File: config.mk
export PLATFORM = sky130hd
export DESIGN_NAME = clap_light_controller_flat
export DESIGN_NICKNAME = d
export VERILOG_FILES = /design/src/rtl/clap_light_controller_pkg.sv /design/src/rtl/clap_light_controller_if.sv /design/src/rtl/clap_light_controller_timer.sv /design/src/rtl/clap_light_controller.sv /design/src/flat_wrapper.sv
export SDC_FILE = /design/constraint.sdc
export NUM_CORES = 1
export LEC_CHECK = 0
export CAP_MARGIN = 20
export CORE_MARGIN = 4
export CORE_UTILIZATION = 50
export DETAILED_ROUTE_END_ITERATION = 16
export PLACE_DENSITY = 0.73
export SLEW_MARGIN = 20
export SYNTH_ARGS = -nofsm -noshare
export SYNTH_HDL_FRONTEND = slang
export SYNTH_SLANG_ARGS = --single-unit
export TNS_END_PERCENT = 1
File: constraint.sdc
create_clock -name clock -period 3.5 [get_ports clock]
set_clock_uncertainty 0.2 [all_clocks]
set_input_delay 0.35 -clock clock [delete_from_list [all_inputs] [get_ports clock]]
set_output_delay 0.35 -clock clock [all_outputs]
set_load 0.05 [all_outputs]
File: src/rtl/clap_light_controller_pkg.sv
// clap_light_controller_pkg: shared state encodings, widths and helpers for the clap sequencer
package clap_light_controller_pkg;
    localparam int COUNT_WIDTH = 4;
    typedef enum logic [1:0] {
        ST_IDLE    = 2'd0,
        ST_ARMED   = 2'd1,
        ST_LOCKOUT = 2'd2
    } state_t;
    function automatic int clogb2(input longint value);
        int r;
        r = 0;
        for (longint v = value - 1; v > 0; v = v >> 1) r++;
        return r;
    endfunction
endpackage

File: src/rtl/clap_light_controller_if.sv
// clap_light_controller_if: valid/ready clap-event stream carrying the gap since the previous clap
interface clap_light_controller_if #(parameter int CLAPS_OUT_WIDTH = 16);
    logic [CLAPS_OUT_WIDTH-1:0] claps_data;
    logic                       claps_valid;
    logic                       claps_ready;
    modport master (output claps_data, claps_valid, input claps_ready);
    modport slave  (input claps_data, claps_valid, output claps_ready);
endinterface

File: src/rtl/clap_light_controller_timer.sv
// clap_light_controller_timer: loadable down-counter that stops at zero, shared by timeout and lockout
module clap_light_controller_timer #(
    parameter int TIMER_WIDTH = 27
) (
    input  logic                   clock,
    input  logic                   reset,
    input  logic                   load,
    input  logic [TIMER_WIDTH-1:0] load_value,
    output logic                   zero
);
    logic [TIMER_WIDTH-1:0] cnt;
    assign zero = cnt == '0;
    always_ff @(posedge clock or posedge reset) begin
        if (reset) cnt <= '0;
        else if (load) cnt <= load_value;
        else if (!zero) cnt <= cnt - TIMER_WIDTH'(1);
    end
endmodule

File: src/rtl/clap_light_controller.sv
// clap_light_controller: recognises a timed clap pattern, toggles the light, then locks out further claps
module clap_light_controller
    import clap_light_controller_pkg::*;
#(
    parameter int CLAPS_OUT_WIDTH = 16,
    parameter int CLAPS_REQUIRED  = 2,
    parameter int GAP_MIN         = 40,
    parameter int GAP_MAX         = 2000,
    parameter int TIMEOUT_CYCLES  = 50000000,
    parameter int LOCKOUT_CYCLES  = 100000000,
    parameter int TIMER_WIDTH     = 27
) (
    input  logic                   clock,
    input  logic                   reset,
    clap_light_controller_if.slave claps,
    output logic                   toglite_state,
    output logic                   toggle_pulse,
    output logic [COUNT_WIDTH-1:0] clap_count,
    output logic                   busy
);
    localparam logic [COUNT_WIDTH-1:0] REQ       = COUNT_WIDTH'(CLAPS_REQUIRED);
    localparam logic [TIMER_WIDTH-1:0] T_TIMEOUT = TIMER_WIDTH'(TIMEOUT_CYCLES - 1);
    localparam logic [TIMER_WIDTH-1:0] T_LOCKOUT = TIMER_WIDTH'(LOCKOUT_CYCLES - 1);
    state_t                   state, state_n;
    logic [COUNT_WIDTH-1:0]   count_n, count_inc;
    logic                     tog_n, pulse_n, ready;
    logic                     beat, gap_ok, match, load, zero;
    logic [TIMER_WIDTH-1:0]   load_value;
    assign claps.claps_ready = ready;
    assign beat      = claps.claps_valid && ready;
    assign gap_ok    = (claps.claps_data >= CLAPS_OUT_WIDTH'(GAP_MIN)) &&
                       (claps.claps_data <= CLAPS_OUT_WIDTH'(GAP_MAX));
    assign count_inc = clap_count + COUNT_WIDTH'(1);
    assign busy      = state != ST_IDLE;
    clap_light_controller_timer #(.TIMER_WIDTH(TIMER_WIDTH)) u_timer (
        .clock      (clock),
        .reset      (reset),
        .load       (load),
        .load_value (load_value),
        .zero       (zero)
    );
    // A match is an action on the accepting edge, not a state of its own.
    always_comb begin
        match = 1'b0;
        state_n = state;
        count_n = clap_count;
        load = 1'b0;
        load_value = T_TIMEOUT;
        case (state)
            ST_IDLE: begin
                if (beat) begin
                    match = REQ == COUNT_WIDTH'(1);
                    count_n = COUNT_WIDTH'(1);
                    load = 1'b1;
                    state_n = ST_ARMED;
                end
            end
            ST_ARMED: begin
                if (beat) begin
                    match = gap_ok && count_inc == REQ;
                    count_n = gap_ok ? count_inc : COUNT_WIDTH'(1);
                    load = 1'b1;
                end else if (zero) begin
                    count_n = '0;
                    state_n = ST_IDLE;
                end
            end
            ST_LOCKOUT: state_n = zero ? ST_IDLE : ST_LOCKOUT;
            default: state_n = ST_IDLE;
        endcase
        if (match) begin
            count_n = '0;
            load_value = T_LOCKOUT;
            state_n = ST_LOCKOUT;
        end
        tog_n = match ? !toglite_state : toglite_state;
        pulse_n = match;
    end
    always_ff @(posedge clock or posedge reset) begin
        if (reset) begin
            state <= ST_IDLE;
            clap_count <= '0;
            toglite_state <= 1'b0;
            toggle_pulse <= 1'b0;
            ready <= 1'b0;
        end else begin
            state <= state_n;
            clap_count <= count_n;
            toglite_state <= tog_n;
            toggle_pulse <= pulse_n;
            ready <= 1'b1;
        end
    end
endmodule
File: src/flat_wrapper.sv
// flat-port wrapper written by rule: the top's interface ports become plain ports
module clap_light_controller_flat import clap_light_controller_pkg::*;
#(
    parameter int CLAPS_OUT_WIDTH = 16,
    parameter int CLAPS_REQUIRED  = 2,
    parameter int GAP_MIN         = 40,
    parameter int GAP_MAX         = 2000,
    parameter int TIMEOUT_CYCLES  = 50000000,
    parameter int LOCKOUT_CYCLES  = 100000000,
    parameter int TIMER_WIDTH     = 27
)
  (clock, reset, toglite_state, toggle_pulse, clap_count, busy, claps_claps_data, claps_claps_valid, claps_claps_ready);
  clap_light_controller_if #(.CLAPS_OUT_WIDTH(CLAPS_OUT_WIDTH)) claps_i ();
  input  logic clock;
  input  logic reset;
  output logic toglite_state;
  output logic toggle_pulse;
  output logic [COUNT_WIDTH-1:0] clap_count;
  output logic busy;
  input wire logic [$bits(claps_i.claps_data)-1:0] claps_claps_data;
  input wire logic [$bits(claps_i.claps_valid)-1:0] claps_claps_valid;
  output wire logic [$bits(claps_i.claps_ready)-1:0] claps_claps_ready;
  assign claps_i.claps_data = claps_claps_data;
  assign claps_i.claps_valid = claps_claps_valid;
  assign claps_claps_ready = claps_i.claps_ready;
  clap_light_controller #(.CLAPS_OUT_WIDTH(CLAPS_OUT_WIDTH), .CLAPS_REQUIRED(CLAPS_REQUIRED), .GAP_MIN(GAP_MIN), .GAP_MAX(GAP_MAX), .TIMEOUT_CYCLES(TIMEOUT_CYCLES), .LOCKOUT_CYCLES(LOCKOUT_CYCLES), .TIMER_WIDTH(TIMER_WIDTH)) u_core (.clock(clock), .reset(reset), .claps(claps_i), .toglite_state(toglite_state), .toggle_pulse(toggle_pulse), .clap_count(clap_count), .busy(busy));
endmodule
### Word level (Yosys, flattened, before mapping)

Cells that the tools add are included.

| storage, ports and cells | value |
|---|---|
| bits in registers | 36 |
| latch bits | 0 |
| RAM bits | 0 |
| memory bits (read-only) | 0 |
| input port bits | 19 |
| output and inout bits | 8 |
| word-level logic and storage cells | 48 |
| memories kept | 0 |

| operators by class | value |
|---|---|
| add/sub/neg operators | 2 |
| multipliers | 0 |
| divide/modulo/power cells | 0 |
| $lt $le $gt $ge | 2 |
| eq/ne operators | 8 |
| shifts and indexed selects | 0 |
| multiplexer cells | 19 |
| bitwise operators | 0 |
| reductions and logical operators | 11 |

Operators with widths:

| cell | count |
|---|---|
| 27-bit 2-to-1 mux | 3 |
| 27-bit logical NOT | 1 |
| 27-bit by 1-bit subtractor with 27-bit output, second input constant | 1 |
| 4-bit 2-to-1 mux | 5 |
| 16-bit by 6-bit greater-or-equal comparator with 1-bit output, second input constant | 1 |
| 16-bit by 11-bit less-or-equal comparator with 1-bit output, second input constant | 1 |
| 2-bit 2-to-1 mux | 5 |
| 4-bit case mux with 2 select lines | 1 |
| 3-bit by 1-bit != test with 1-bit output, second input constant | 2 |
| 2-bit case mux with 3 select lines | 1 |
| 3-bit AND reduction | 2 |
| 4-bit by 1-bit adder with 4-bit output, second input constant | 1 |
| 4-bit by 2-bit equality test with 1-bit output, second input constant | 1 |
| 1-bit 2-to-1 mux | 4 |
| 4-bit by 1-bit != test with 1-bit output, second input constant | 1 |
| 1-bit logical AND | 3 |
| 3-bit by 2-bit != test with 1-bit output, second input constant | 1 |
| 3-bit nonzero test | 1 |
| 2-bit by 1-bit equality test with 1-bit output, second input constant | 1 |
| 2-bit equality test, second input constant | 1 |
| 2-bit logical NOT | 1 |
| 2-bit by 1-bit != test with 1-bit output, second input constant | 1 |
| 2-bit nonzero test | 1 |
| 2-bit OR reduction | 1 |
| 1-bit logical NOT | 1 |

### Longest topological paths before layout

| depth | value |
|---|---|
| word-level depth | 7 |
| gate-level depth with buffers | 7 |
| mapped depth without buffers | 7 |

### Modules after synthesis

From an unflattened synthesis, not the netlist that was laid out.

| second synthesis, totals | value |
|---|---|
| cell total of the unflattened synthesis | 229 |
| area total of the unflattened synthesis | 2140.8 µm² |

By module, submodules not included:

| module | instances | cells an instance | area an instance (µm²) | sequential area each (µm²) |
|---|---|---|---|---|
| clap_light_controller_timer | 1 | 167 | 1574.0 | 675.6 |
| clap_light_controller | 1 | 62 | 566.8 | 225.2 |

### Worst setup path before layout

No wires, ideal clock.

| timing path | value |
|---|---|
| kind | reg2reg |
| start | register u_core.u_timer.cnt[3] |
| end | register u_core.u_timer.cnt[13] |
| setup time | 132 ps |
| arrival | 1855 ps |
| data required time | 3168 ps |
| path slack | 1313 ps |
| stages on the path, launching flop included | 6 |
| buffers on the path | 0 |
| period minus slack after synthesis | 2187 ps |
| cells stage by stage | dfrtp_1 > or4_4 > nor4b_1 > nand2b_1 > o21ai_0 > or3b_1 |

| between the ends | value |
|---|---|
| word-level cells in the longest chain between the ends | 3 |
| elaborated cells between the ends (all ways) | 5 |
| classes of those cells | add/sub (1); eq/ne (1); mux (2); reduce/logical (1) |

RTL lines:

| item | line | text |
|---|---|---|
| from (decl) | clap_light_controller_timer.sv:11 | `logic [TIMER_WIDTH-1:0] cnt;` |
| from (signal assigned) | clap_light_controller_timer.sv:15 | `else if (load) cnt <= load_value;` |
| from (signal assigned) | clap_light_controller_timer.sv:16 | `else if (!zero) cnt <= cnt - TIMER_WIDTH'(1);` |
| 27-bit by 1-bit subtractor with 27-bit output | clap_light_controller_timer.sv:16 |  |
| 27-bit 2-to-1 mux | clap_light_controller_timer.sv:16 |  |
| 27-bit 2-to-1 mux | clap_light_controller_timer.sv:15 |  |

Parallel ways exist; a longest one is shown, timed or not. The select of a mux whose other input is x is not followed.
A chain may end at the register's enable or synchronous reset.

### Worst setup path in the final report

| timing path | value |
|---|---|
| start | register u_core.u_timer.cnt[18] |
| end | register u_core.u_timer.cnt[13] |

| between the ends | value |
|---|---|
| word-level cells in the longest chain between the ends | 2 |

RTL lines:

| item | line | text |
|---|---|---|
| 27-bit logical NOT | clap_light_controller_timer.sv:12 | `assign zero = cnt == '0;` |
| 2-bit by 1-bit != test with 1-bit output (no source line) | - |  |

No other way between the ends.

==> out/summary.txt <==
Status = complete, no violations
Via count = 1840
DRC Markers = 0
Avg Synthesized Cell Area = 9.28 um^2
Post-DP HPWL = 3.42 mm
CP required = 3.47 ns
Reg2reg setup slack = 0.91 ns
Final Setup Violations = 0
Setup TNS = 0 ns
Aggregate routed wire length = 4.85 mm
Yosys top cell by area = dfrtp_1
Initial antenna violation count = 0
Critical Path Start Type = flop
Synth Instances = 225
Later-pin clock latency in the skew report = 0.30 ns
# diodes = 0
Worst Path Arrival = 2.56 ns
R2r worst-path depth = 5
Final hold vios = 0
Leakage power = 0.933 nW
Input/output buffers = 26
# resized after CTS = 0
GRT Total Usage = 21.2%
Avg WL per Cell = 15.8 um
CTS tree = yes
Placed Cells = 299
Largest net degree at the start of global routing = 37
Number of max-cap violations = 0
Post-Syn Area = 2090 um^2
Num CTS Buffers = 5
PwrDens = 327 nW/um^2
Async S/R FF share, synth = 100%
Top cells by area, synth = dfrtp_1 (43%), nand2_1 (4.0%), xor2_1 (3.8%), a21oi_1 (2.9%), nor3_1 (2.9%)
Synth Register Bits = 36
Vias in the first global route = 1790
Largest family of logic cells by synthesized area = simple AND/OR/NAND/NOR gates
Root Buffer = clkbuf_8
Primary FF master, synth = dfrtp_1
Clk buf depth = 2
Setup CP Type = flop to flop
Post-Synth Simple-Gate Area = 29.7%
CP max stage cell = nor3_1
Synth top cells by count = dfrtp_1 (36), nand2_1 (22), nor2_1 (13)
Mux contribution to synthesized area = 0.959%
Placer Congestion = 0.871
Hold buffer count at cts = 0
Final #Nets = 279
Mapped Nets = 248
Max-slew violation count = 0
Critical Path Fanout Max = 9
CTS Sinks = 36
Peak VDD IR = 168 uV
Io pins = 27
Final setup margin = 0.914 ns
Die footprint = 5270 um^2
Crit path cell chain = nor3_1, nand4_2, o21ai_2, nor3_1, or3b_1
Final period util = 73.9%
Synth Warn # = 0
Unrepaired setup endpoints after global routing = false
CP Capture Type = flop
1st-pass router iterations = 4
Worst-Margin Slew = 0.698 ns
Via density = 5.99
DRT iter0 DRCs = 174
Finished Layout Cells = 307
Die Wd = 72.6 um
Number of enable flip-flop cells after synthesis = 0
Post-synth cell types = 54
Seq/Total Area, Yosys = 43.1%
XOR/XNOR Fraction of Synth Area = 5.87%
Post-CTS Setup Bufs = 0
DRT antenna net count = 0
Starting Density = 51.8%
Number of placement rows = 23
Clock slew at reported path FFs = 0.08 ns
Placement Setup Slack = 0.739 ns
Most common cell in the netlist = dfrtp_1
Cell mode on critical path = nor3_1
Core area = 4030 um^2
# H-tree levels = 2
Compound-cell area share of the yosys netlist = 15.2%
Synth top area share = 43.1%
Adder-cell share of the synthesized area = 2.40%
Worst Hold Class = primary input to asynchronous set/reset pin
Die H = 72.6 um
Final worst path period need = 2.59 ns
Ratio of cells with drive above 1 in the final layout = 9.34%
Global-route wire length before repair = 8.67 mm
Gr ovfl total = 0
Fmax = 387 MHz
Area grow syn2layout = 20.9%
Slew headroom = 53.4%
Crit-path max cell delay = 0.56 ns
[cells by family (layout without fill, tap and decap cells)]
group,count (synthesis),count (layout)
buffers and inverters,14,46
AND/OR/NAND/NOR,106,106
multiplexers,2,2
flip-flops,36,36
other,1,1
AO/OA/AOI/OAI,48,48
XOR/XNOR,14,14
adder cells (fa/ha/maj),4,4
[layer usage]
metal | share of wire (%) | global-route usage (%)
met1 | 48 | 31.2
met2 | 44 | 30.0
met3 | 6.3 | 6.47
met4 | 1.1 | 6.35
met5 | 0 | 0
[cell usage in the layout (no fill, tap or decap), drive strengths merged, types with 2 or more instances in the layout]
| cell type | instances |
|---|---|
| nand4 | 6 |
| and3 | 2 |
| dfrtp | 36 |
| mux2i | 2 |
| or2 | 3 |
| nor2 | 13 |
| clkbuf | 6 |
| buf | 4 |
| and2 | 5 |
| nand3b | 2 |
| a31oi | 3 |
| ha | 4 |
| nand3 | 8 |
| or4 | 9 |
| nor2b | 2 |
| a21oi | 12 |
| nor3b | 2 |
| o211ai | 8 |
| o31ai | 3 |
| o21ai | 10 |
| nor4 | 7 |
| nand2b | 2 |
| inv | 8 |
| nor3 | 13 |
| or3 | 4 |
| xnor2 | 5 |
| and4 | 3 |
| clkdlybuf4s50 | 26 |
| nand2 | 22 |
| xor2 | 9 |
[power breakdown]
| group | internal, W | switching, W |
|---|---|---|
| logic | 0.0000215 | 0.0000164 |
| registers | 0.000416 | 0.000000454 |
| clock network | 0.000212 | 0.000159 |
[final cells by class]
type                            count  area, um^2
Inverter                            8        30.0
Clock inverter                      2        35.0
Tap cell                           50        62.6
Multi-Input combinational cell    175        1130
Fill cell                         364        1500
Timing Repair Buffer               30         290
Sequential cell                    36         901
Clock buffer                        6        72.6
[through the flow]
stage / area, um^2 / utilization (%) / hold slack, ns / total power (W)
2_1_floorplan: 2090 / - / 0.270 / 0.000437
3_3_place_gp: 2420 / 60.0 / 0.286 / 0.000463
3_5_place_dp: 2420 / 60.0 / 0.282 / 0.000464
4_1_cts: 2520 / 62.7 / 0.280 / 0.000827
5_1_grt: 2520 / 62.7 / 0.314 / 0.000856
6_report: 2520 / 62.7 / 0.254 / 0.000825
[sequential cells by signal (all words and copies together), names as in the netlist]
name,count
u_core.toggle_pulse,1
u_core.state,2
u_core.toglite_state,1
u_core.u_timer.cnt,27
u_core.clap_count,4
u_core.claps.claps_ready,1
[path summary, 6_finish.rpt]
| kind | start | endpoint |
|---|---|---|
| worst max-delay path | u_core.u_timer.cnt[18] | u_core.u_timer.cnt[13] |
| worst min-delay path | reset | u_core.clap_count[2] |
| worst max register to register | u_core.u_timer.cnt[18] | u_core.u_timer.cnt[13] |
| worst min register to register | u_core.toglite_state | u_core.toglite_state |
| max in group asynchronous | reset | u_core.u_timer.cnt[22] |
| min in group clock | u_core.toglite_state | u_core.toglite_state |
[critical path: cells and delay by family, from the launching register on]
kind,cells,cell delay (ns)
simple gates,4,1.41
flops,1,0.43
compound gates,1,0.41
(Power assumes the default switching activity.)
